### config.mk
export PLATFORM = sky130hd
export DESIGN_NAME = reg_wb_buffer
export DESIGN_NICKNAME = d
export VERILOG_FILES = /design/src/rtl/reg_wb_buffer.sv
export SDC_FILE = /design/constraint.sdc
export NUM_CORES = 1
export LEC_CHECK = 0
export ABC_CLOCK_PERIOD_IN_PS = 12700
export BUFFER_PORTS_ARGS = -buffer_cell sky130_fd_sc_hd__buf_2
export CORE_ASPECT_RATIO = 1.4
export CORE_MARGIN = 1
export CORE_UTILIZATION = 45
export CTS_CLUSTER_SIZE = 40
export DETAILED_ROUTE_END_ITERATION = 8
export GPL_ROUTABILITY_DRIVEN = 0
export GPL_TIMING_DRIVEN = 0
export SETUP_SLACK_MARGIN = 0.5
export SLEW_MARGIN = 20
export SYNTH_ARGS = -nofsm -noshare
export SYNTH_HDL_FRONTEND = slang
export SYNTH_SLANG_ARGS = --single-unit
### constraint.sdc
create_clock -name Clock -period 12.7 [get_ports Clock]
set_clock_uncertainty 0.05 [all_clocks]
set_input_delay 1.27 -clock Clock [delete_from_list [all_inputs] [get_ports Clock]]
set_output_delay 1.27 -clock Clock [all_outputs]
set_load 0.03 [all_outputs]
### src/rtl/reg_wb_buffer.sv
// Purpose : in-order write-back queue feeding the single register-file write port, with read-port forwarding.
// Latency : an entry accepted at edge N drives Wn/Wd and the lookup from cycle N+1; no same-cycle bypass.
// Backpressure: InReady = !Full; DrainEn never frees a slot in the same cycle; InWn==0 is accepted and discarded.
//
// Ports:
//   Clock, Resetn            rising-edge clock, asynchronous active-low reset
//   InValid/InReady/InWn/InWd producer handshake carrying destination register and result
//   DrainEn                  write port granted this cycle; Write/Wn/Wd retire the head entry
//   Rn1/Rn2 -> Hit1/Fwd1, Hit2/Fwd2  youngest pending value for each read port
//   Count/Empty/Full         occupancy
module reg_wb_buffer #(
   parameter int DEPTH = 4,
   parameter int AW    = 2
) (
   input  logic          Clock,
   input  logic          Resetn,
   input  logic          InValid,
   output logic          InReady,
   input  logic [4:0]    InWn,
   input  logic [31:0]   InWd,
   input  logic          DrainEn,
   output logic          Write,
   output logic [4:0]    Wn,
   output logic [31:0]   Wd,
   input  logic [4:0]    Rn1,
   input  logic [4:0]    Rn2,
   output logic          Hit1,
   output logic          Hit2,
   output logic [31:0]   Fwd1,
   output logic [31:0]   Fwd2,
   output logic [AW:0]   Count,
   output logic          Empty,
   output logic          Full
);

   logic [4:0]       ent_wn [DEPTH];
   logic [31:0]      ent_wd [DEPTH];
   logic [DEPTH-1:0] ent_vld;
   logic [AW-1:0]    head;
   logic [AW-1:0]    tail;
   logic [AW:0]      count;
   logic             push;
   logic             pop;
   logic [AW-1:0]    idx;

   assign Empty   = (count == '0);
   assign Full    = (count == (AW+1)'(DEPTH));
   assign InReady = !Full;
   assign Count   = count;

   // $0 is never written: the handshake still completes but nothing is queued.
   assign push = InValid && InReady && (InWn != 5'd0);
   assign pop  = DrainEn && !Empty;

   assign Write = pop;
   assign Wn    = pop ? ent_wn[head] : 5'd0;
   assign Wd    = pop ? ent_wd[head] : 32'd0;

   always_ff @(posedge Clock or negedge Resetn) begin
      if (!Resetn) begin
         head    <= '0;
         tail    <= '0;
         count   <= '0;
         ent_vld <= '0;
         for (int i = 0; i < DEPTH; i++) begin
            ent_wn[i] <= '0;
            ent_wd[i] <= '0;
         end
      end else begin
         // push needs !Full and pop needs !Empty, so head and tail never
         // address the same slot when both fire.
         if (pop) begin
            ent_vld[head] <= 1'b0;
            head          <= head + AW'(1);
         end
         if (push) begin
            ent_wn[tail]  <= InWn;
            ent_wd[tail]  <= InWd;
            ent_vld[tail] <= 1'b1;
            tail          <= tail + AW'(1);
         end
         case ({push, pop})
            2'b10:   count <= count + (AW+1)'(1);
            2'b01:   count <= count - (AW+1)'(1);
            default: count <= count;
         endcase
      end
   end

   // Walk occupied entries oldest to youngest; a later match overrides an
   // earlier one, so the youngest match wins. The head entry stays visible
   // while it drains, matching the register file updating at the same edge.
   always_comb begin
      Hit1 = 1'b0;
      Fwd1 = 32'd0;
      Hit2 = 1'b0;
      Fwd2 = 32'd0;
      idx  = '0;
      for (int i = 0; i < DEPTH; i++) begin
         idx = head + AW'(i);
         if (((AW+1)'(i) < count) && ent_vld[idx]) begin
            if ((Rn1 != 5'd0) && (ent_wn[idx] == Rn1)) begin
               Hit1 = 1'b1;
               Fwd1 = ent_wd[idx];
            end
            if ((Rn2 != 5'd0) && (ent_wn[idx] == Rn2)) begin
               Hit2 = 1'b1;
               Fwd2 = ent_wd[idx];
            end
         end
      end
   end

endmodule

==> results of run 1 <==
[stage by stage]
| stage | instances | hold WS, ns | setup WS (ns) | area [sq um] |
|---|---|---|---|---|
| 4_1_cts | 1584 | 0.5047 | 5.019 | 14530 |
| 3_5_place_dp | 1554 | 0.4885 | 5.526 | 13910 |
| 3_3_place_gp | 1553 | 0.4747 | 5.520 | 13880 |
| 5_1_grt | 1584 | 0.5409 | 4.732 | 14540 |
| 6_report | 1584 | 0.5072 | 4.808 | 14540 |
| 2_1_floorplan | 1033 | 0.4370 | 6.834 | 12660 |
[path summary, 6_finish.rpt]
path | from | endpoint | slack [ns] | depth (start not counted)
hold / removal | ent_vld[1] | ent_vld[1] | 0.51 | 2
hold reg to reg | ent_vld[1] | ent_vld[1] | 0.51 | 2
setup reg to reg | head[1] | head[1] | 7.42 | 12
min in group asynchronous | Resetn | ent_wd[119] | 0.75 | 1
max in group asynchronous | Resetn | ent_wd[4] | 11.04 | 2
setup / recovery | head[1] | Fwd2[18] | 4.81 | 15
[cell families after synthesis]
group           Yosys count  share of synthesized area
buf+inv                 130                    0.04456
simple gates            226                    0.09377
fa+ha+maj                13                    0.01284
compound gates          158                     0.1009
flops                   159                     0.3142
mux                     302                     0.4026
xor+xnor                 45                    0.03112
[routing by layer]
metal	up-vias	GRT usage	wire [um]
met3	121	0.05821	3175
met5	-	0	13
met2	589	0.5113	21390
li1	4493	-	-
met4	2	0.1562	1887
met1	5530	0.4067	16860
[registers in the layout, summed over array words and instances (netlist names)]
signal and cells:
ent_wd 128, ent_vld 4, Count 3, tail 2, ent_wn 20, head 2
[layout by cell type, fill, tap and decap left out, types with 16 or more instances in the layout]
cell	netlist	layout
clkbuf_1	73	74
nor2_1	23	23
mux4_2	151	151
dfrtp_1	159	159
o21ai_1	16	16
xor2_1	20	20
buf_2	22	171
nand2_1	43	43
a221oi_1	16	16
nand3_1	63	63
o2111ai_1	31	31
buf_1	18	17
nor3_1	17	17
mux2_2	149	149
clkbuf_16	0	17
and3_1	50	50
o221a_1	31	31
xnor2_1	25	25
o21ai_0	21	21
[worst max-delay path: cells and delay by family, from the launching register on]
kind / cells / cell delay, ns
AO/OA/AOI/OAI: 2 / 0.64
XOR/XNOR: 1 / 0.25
adder cells (fa/ha/maj): 1 / 0.34
buffers and inverters: 8 / 3.14
flip-flops: 1 / 0.58
multiplexers: 1 / 0.58
AND/OR/NAND/NOR: 2 / 0.55
[cell type report]
| type | count | area, sq um |
|---|---|---|
| fillers | 2486 | 13120 |
| multi-input cells | 744 | 8120 |
| flip-flops and latches | 159 | 3979 |
| repair buffers | 151 | 788.3 |
| plain buffers | 120 | 528.0 |
| well taps | 370 | 462.9 |
| clock buffers | 20 | 456.7 |
| clock inverters | 10 | 162.7 |
| inverters | 10 | 37.54 |
[power by group through the flow]
stage	sequential (mW)	clock, mW	combinational [mW]
floorplan	0.984	0	2.54
global placement	1.06	0	3.31
detailed placement	1.09	0	3.34
CTS	1.08	0.562	3.36
global route	1.14	0.580	3.57
finish	1.09	0.556	3.39
==> out/qor.txt, run 1 <==
status - completed
Tcrit/Tclk final - 0.6214
CTS resizes - 0
total power - 5.035 mW
Final nets - 1267
Post-synth EDFFs - 0
Crit. End Element - primary output
syn_area_per_cell - 12.26 sq um
measured slew at the worst slew-check pin - 1.101 ns
TritonCTS clock tree - done
Synth Cell Area - 12660 sq um
clock sink count - 159
Die Y - 200.5 um
CTS root buf - clkbuf_16
layout cells sized above 1 - 0.4275
Longest Clk Path Bufs - 2
critical path type - reg -> out
Sw Pwr - 2.390 mW
slowest CP cell - clkbuf_1
most frequent cell after synthesis - dfrtp_1
Area Overhead vs Synth - 14.78%
Die Area - 28820 sq um
number of max-cap violations - 0
sequential power share - 0.217
total negative slack - 0 ns
Synth async-reset ratio - 1.000
Yosys cell types - 49
IO Pins - 161
initial antenna violation count - 1
Final Hold Vio Count - 0
Final setup viols - 0
slew margin rel. - 0.2596
Buffers on Ports - 150
DR vias/cell - 6.777
Die X - 143.8 um
WL per Instance - 27.35 um
Routed WL - 43330 um
hold_buf cts - 0
Peak VDD IR - 0.0001537 V
Detailed Route Iter0 Violations - 1085
max frequency - 126.7 MHz
DPL Wire Length - 31230 um
clk_lat worst skew - 0.46 ns
total track usage - 0.3166
area of the core - 27660 sq um
Top FF cell, synth - dfrtp_1
sequential area share after synthesis - 0.3142
Power Dens Cells - 346.4 nW/um^2
Net Sw Frac - 0.4747
Via Count - 10735
Critical Path Fanout Max - 10
most frequent cells after synthesis - 159 x dfrtp_1, 151 x mux4_2, 149 x mux2_2, 73 x clkbuf_1, 63 x nand3_1
clock share of power - 0.110
number of synthesized register bits - 159
largest net degree at the start of global routing - 90
combinational power share - 0.673
H-tree depth - 4
unrepaired setup endpoints after global routing - no
Yosys top cell area share - 0.3142
Slew Limit Fails - 0
Util after Layout - 0.5256
CP peak stage delay - 0.63 ns
Worst Path Required - 11.38 ns
Startpoint Class - flip-flop
vias in the first global route - 10887
min-delay worst type - reg -> reg
Top cell by count, worst path - buf_2
Syn Inst Count - 1033
Overflow after GRT - 0
Synth area leader - dfrtp_1
worst-path cell chain - buf_2, buf_1, clkbuf_1, inv_1, ha_1, buf_2, buf_4, mux4_2, xnor2_1, nand4_1, nor2_1, clkbuf_1, a21oi_1, a211oi_1, buf_2
leakage power - 5.917 nW
# diodes - 0
initial core utilization - 0.4579
DRC - 0
post-layout min period - 7.892 ns
synth warn - 0
Pint - 2.645 mW
Rows - 72
top post-synthesis cells by area - dfrtp_1 31%, mux4_2 27%, mux2_2 13%
first-pass GRT wire length - 66560 um
CTS buffer count - 17
Worst Path Arrival - 6.57 ns
Syn Nets - 1097
CTS clk-pin slew, worst paths - 0.07 ns
DR pass1 iterations - 7
ANT nets after route - 0
post-CTS setup buffers - 0
Note: power is estimated with default switching activity, not from simulation.
==> run 2, diff against run 1 <==
Settings changed: ABC_CLOCK_PERIOD_IN_PS 12700 to 7900.
Clock period 12.7 ns to 7.9 ns, I/O delays scaled along.
==> out/qor.txt, run 2 (synthesized netlist as in run 1, its figures left out) <==
status - completed
largest reg by FF count - ent_wd
largest net degree at the start of global routing - 90 (unchanged)
DR vias/cell - 6.792 (+0.22%)
DR pass1 iterations - 5 (-2)
vias in the first global route - 10887 (unchanged)
Worst Path Required - 7.06 ns (-4.32 ns)
Slew Limit Fails - 0 (unchanged)
DRC - 0 (unchanged)
Routed WL - 43410 um (+0.20%)
Crit. End Element - primary output
H-tree depth - 4 (unchanged)
WL per Instance - 27.41 um (+0.20%)
critical path type - reg -> out
GR Layer Usage met1 - 0.4067 (unchanged)
total track usage - 0.3166 (unchanged)
Final setup viols - 0 (unchanged)
Final Hold Vio Count - 0 (unchanged)
post-layout min period - 7.315 ns
initial antenna violation count - 1 (unchanged)
Die Y - 200.5 um (unchanged)
area of the core - 27660 sq um (unchanged)
Critical Path Fanout Max - 10 (unchanged)
Die X - 143.8 um (unchanged)
Top Usage Layer GRT - met2
Hold Slack - 0.2741 ns (-0.2331 ns)
DPL Wire Length - 31230 um (unchanged)
number of max-cap violations - 0 (unchanged)
Overflow after GRT - 0 (unchanged)
largest registers - ent_wd: 128 flops, ent_wn: 20 flops, ent_vld: 4 flops
Worst Path Arrival - 6.48 ns (-0.09 ns)
max reg flops - 128 (unchanged)
layout cells sized above 1 - 0.4300 (+0.002471)
# diodes - 0 (unchanged)
leakage power - 5.929 nW (+0.19%)
Final Non-Filler Cells - 1584 (unchanged)
Via Count - 10759 (+0.22%)
Tcrit/Tclk final - 0.9260
first-pass GRT wire length - 66560 um (unchanged)
Area Overhead vs Synth - 14.88% (about the same)
GR Layer Usage met2 - 0.5113 (unchanged)
ANT nets after route - 0 (unchanged)
min-delay worst type - in -> async
Longest Clk Path Bufs - 2 (unchanged)
Final nets - 1267 (unchanged)
clock sink count - 159 (unchanged)
IO Pins - 161 (unchanged)
slew margin rel. - 0.2632 (+0.003582)
post-CTS setup buffers - 0 (unchanged)
Detailed Route Iter0 Violations - 1004 (-7.5%)
Power Dens Cells - 557.8 nW/um^2 (+61%)
Startpoint Class - flip-flop
CTS buffer count - 17 (unchanged)
Rows - 72 (unchanged)
max frequency - 136.7 MHz
initial core utilization - 0.4579 (unchanged)
Peak VDD IR - 0.0002449 V (+59%)
CTS root buf - clkbuf_16
placed insts - 1554 (unchanged)
measured slew at the worst slew-check pin - 1.096 ns (-0.005329 ns)
Die Area - 28820 sq um (unchanged)
CTS clk-pin slew, worst paths - 0.07 ns (about the same)
most frequent cells in the layout - 171 x buf_2, 159 x dfrtp_1, 151 x mux4_2
unrepaired setup endpoints after global routing - no
Buffers on Ports - 150 (unchanged)
clk_lat worst skew - 0.46 ns (about the same)
TritonCTS clock tree - done
met3 Use GR - 0.05821 (unchanged)
most common library cell in the layout ignoring fill and taps - buf_2
hold_buf cts - 0 (unchanged)
total negative slack - 0 ns (unchanged)
## run 2: changes by cell type in the layout (fill, tap and decap cells not counted), sizes merged
cell / change
buf: -1
clkbuf: +1
## run 2: critical path, stage by stage, from the launching register on
cell and delay, ns:
dfrtp_1 0.59, buf_2 0.39, buf_1 0.57, clkbuf_1 0.62, inv_1 0.22, ha_1 0.34
buf_2 0.21, buf_4 0.24, buf_2 0.45, clkbuf_1 0.62, buf_1 0.69, mux4_2 0.36
nor2_1 0.05, a211oi_1 0.36, buf_2 0.28
## run 2: metal layers
layer  wire length, um  up-vias
met5                13        -
met4              1955        2
met3              3123      133
met2             21350      625
met1             16970     5506
li1                  -     4493
## run 2: path summary, 6_finish.rpt
path | from | slack, ns | cells after the start | end
setup reg to reg | head[1] | 2.62 | 12 | head[1]
max in group asynchronous | Resetn | 6.72 | 2 | ent_wd[100]
setup / recovery | head[1] | 0.58 | 14 | Fwd2[24]
hold / removal | Resetn | 0.27 | 1 | ent_wd[119]
hold reg to reg | ent_vld[1] | 0.51 | 2 | ent_vld[1]
min in group Clock | ent_vld[1] | 0.51 | 2 | ent_vld[1]
## run 2: through the flow
step | total power [mW] | worst slack [ns] | instance area [sq um] | utilization
3_3_place_gp | 7.031 | 1.200 | 13880 | 0.5018
2_1_floorplan | 5.669 | 2.514 | 12660 | -
4_1_cts | 8.032 | 0.6992 | 14530 | 0.5255
6_report | 8.115 | 0.5850 | 14550 | 0.5260
3_5_place_dp | 7.121 | 1.206 | 13910 | 0.5031
5_1_grt | 8.516 | 0.5142 | 14550 | 0.5260
## run 2: final cells by class
cell class | count | area [sq um]
fillers | 2482 | 13110
multi-input cells | 744 | 8129
flip-flops and latches | 159 | 3979
repair buffers | 151 | 788.3
plain buffers | 120 | 531.8
well taps | 370 | 462.9
clock buffers | 20 | 456.7
clock inverters | 10 | 162.7
inverters | 10 | 37.54
## run 2: timing repair
| item | CTS | global route |
|---|---|---|
| gates resized for setup | 0 | 6 |
| hold endpoints to repair | 0 | 0 |
| setup endpoints to repair | 0 | 14 |
## run 2: power by group
| part | total (mW) | switching, mW | internal, mW |
|---|---|---|---|
| clock | 0.893 | 0.352 | 0.541 |
| combinational | 5.47 | 2.99 | 2.48 |
| sequential | 1.76 | 0.519 | 1.24 |
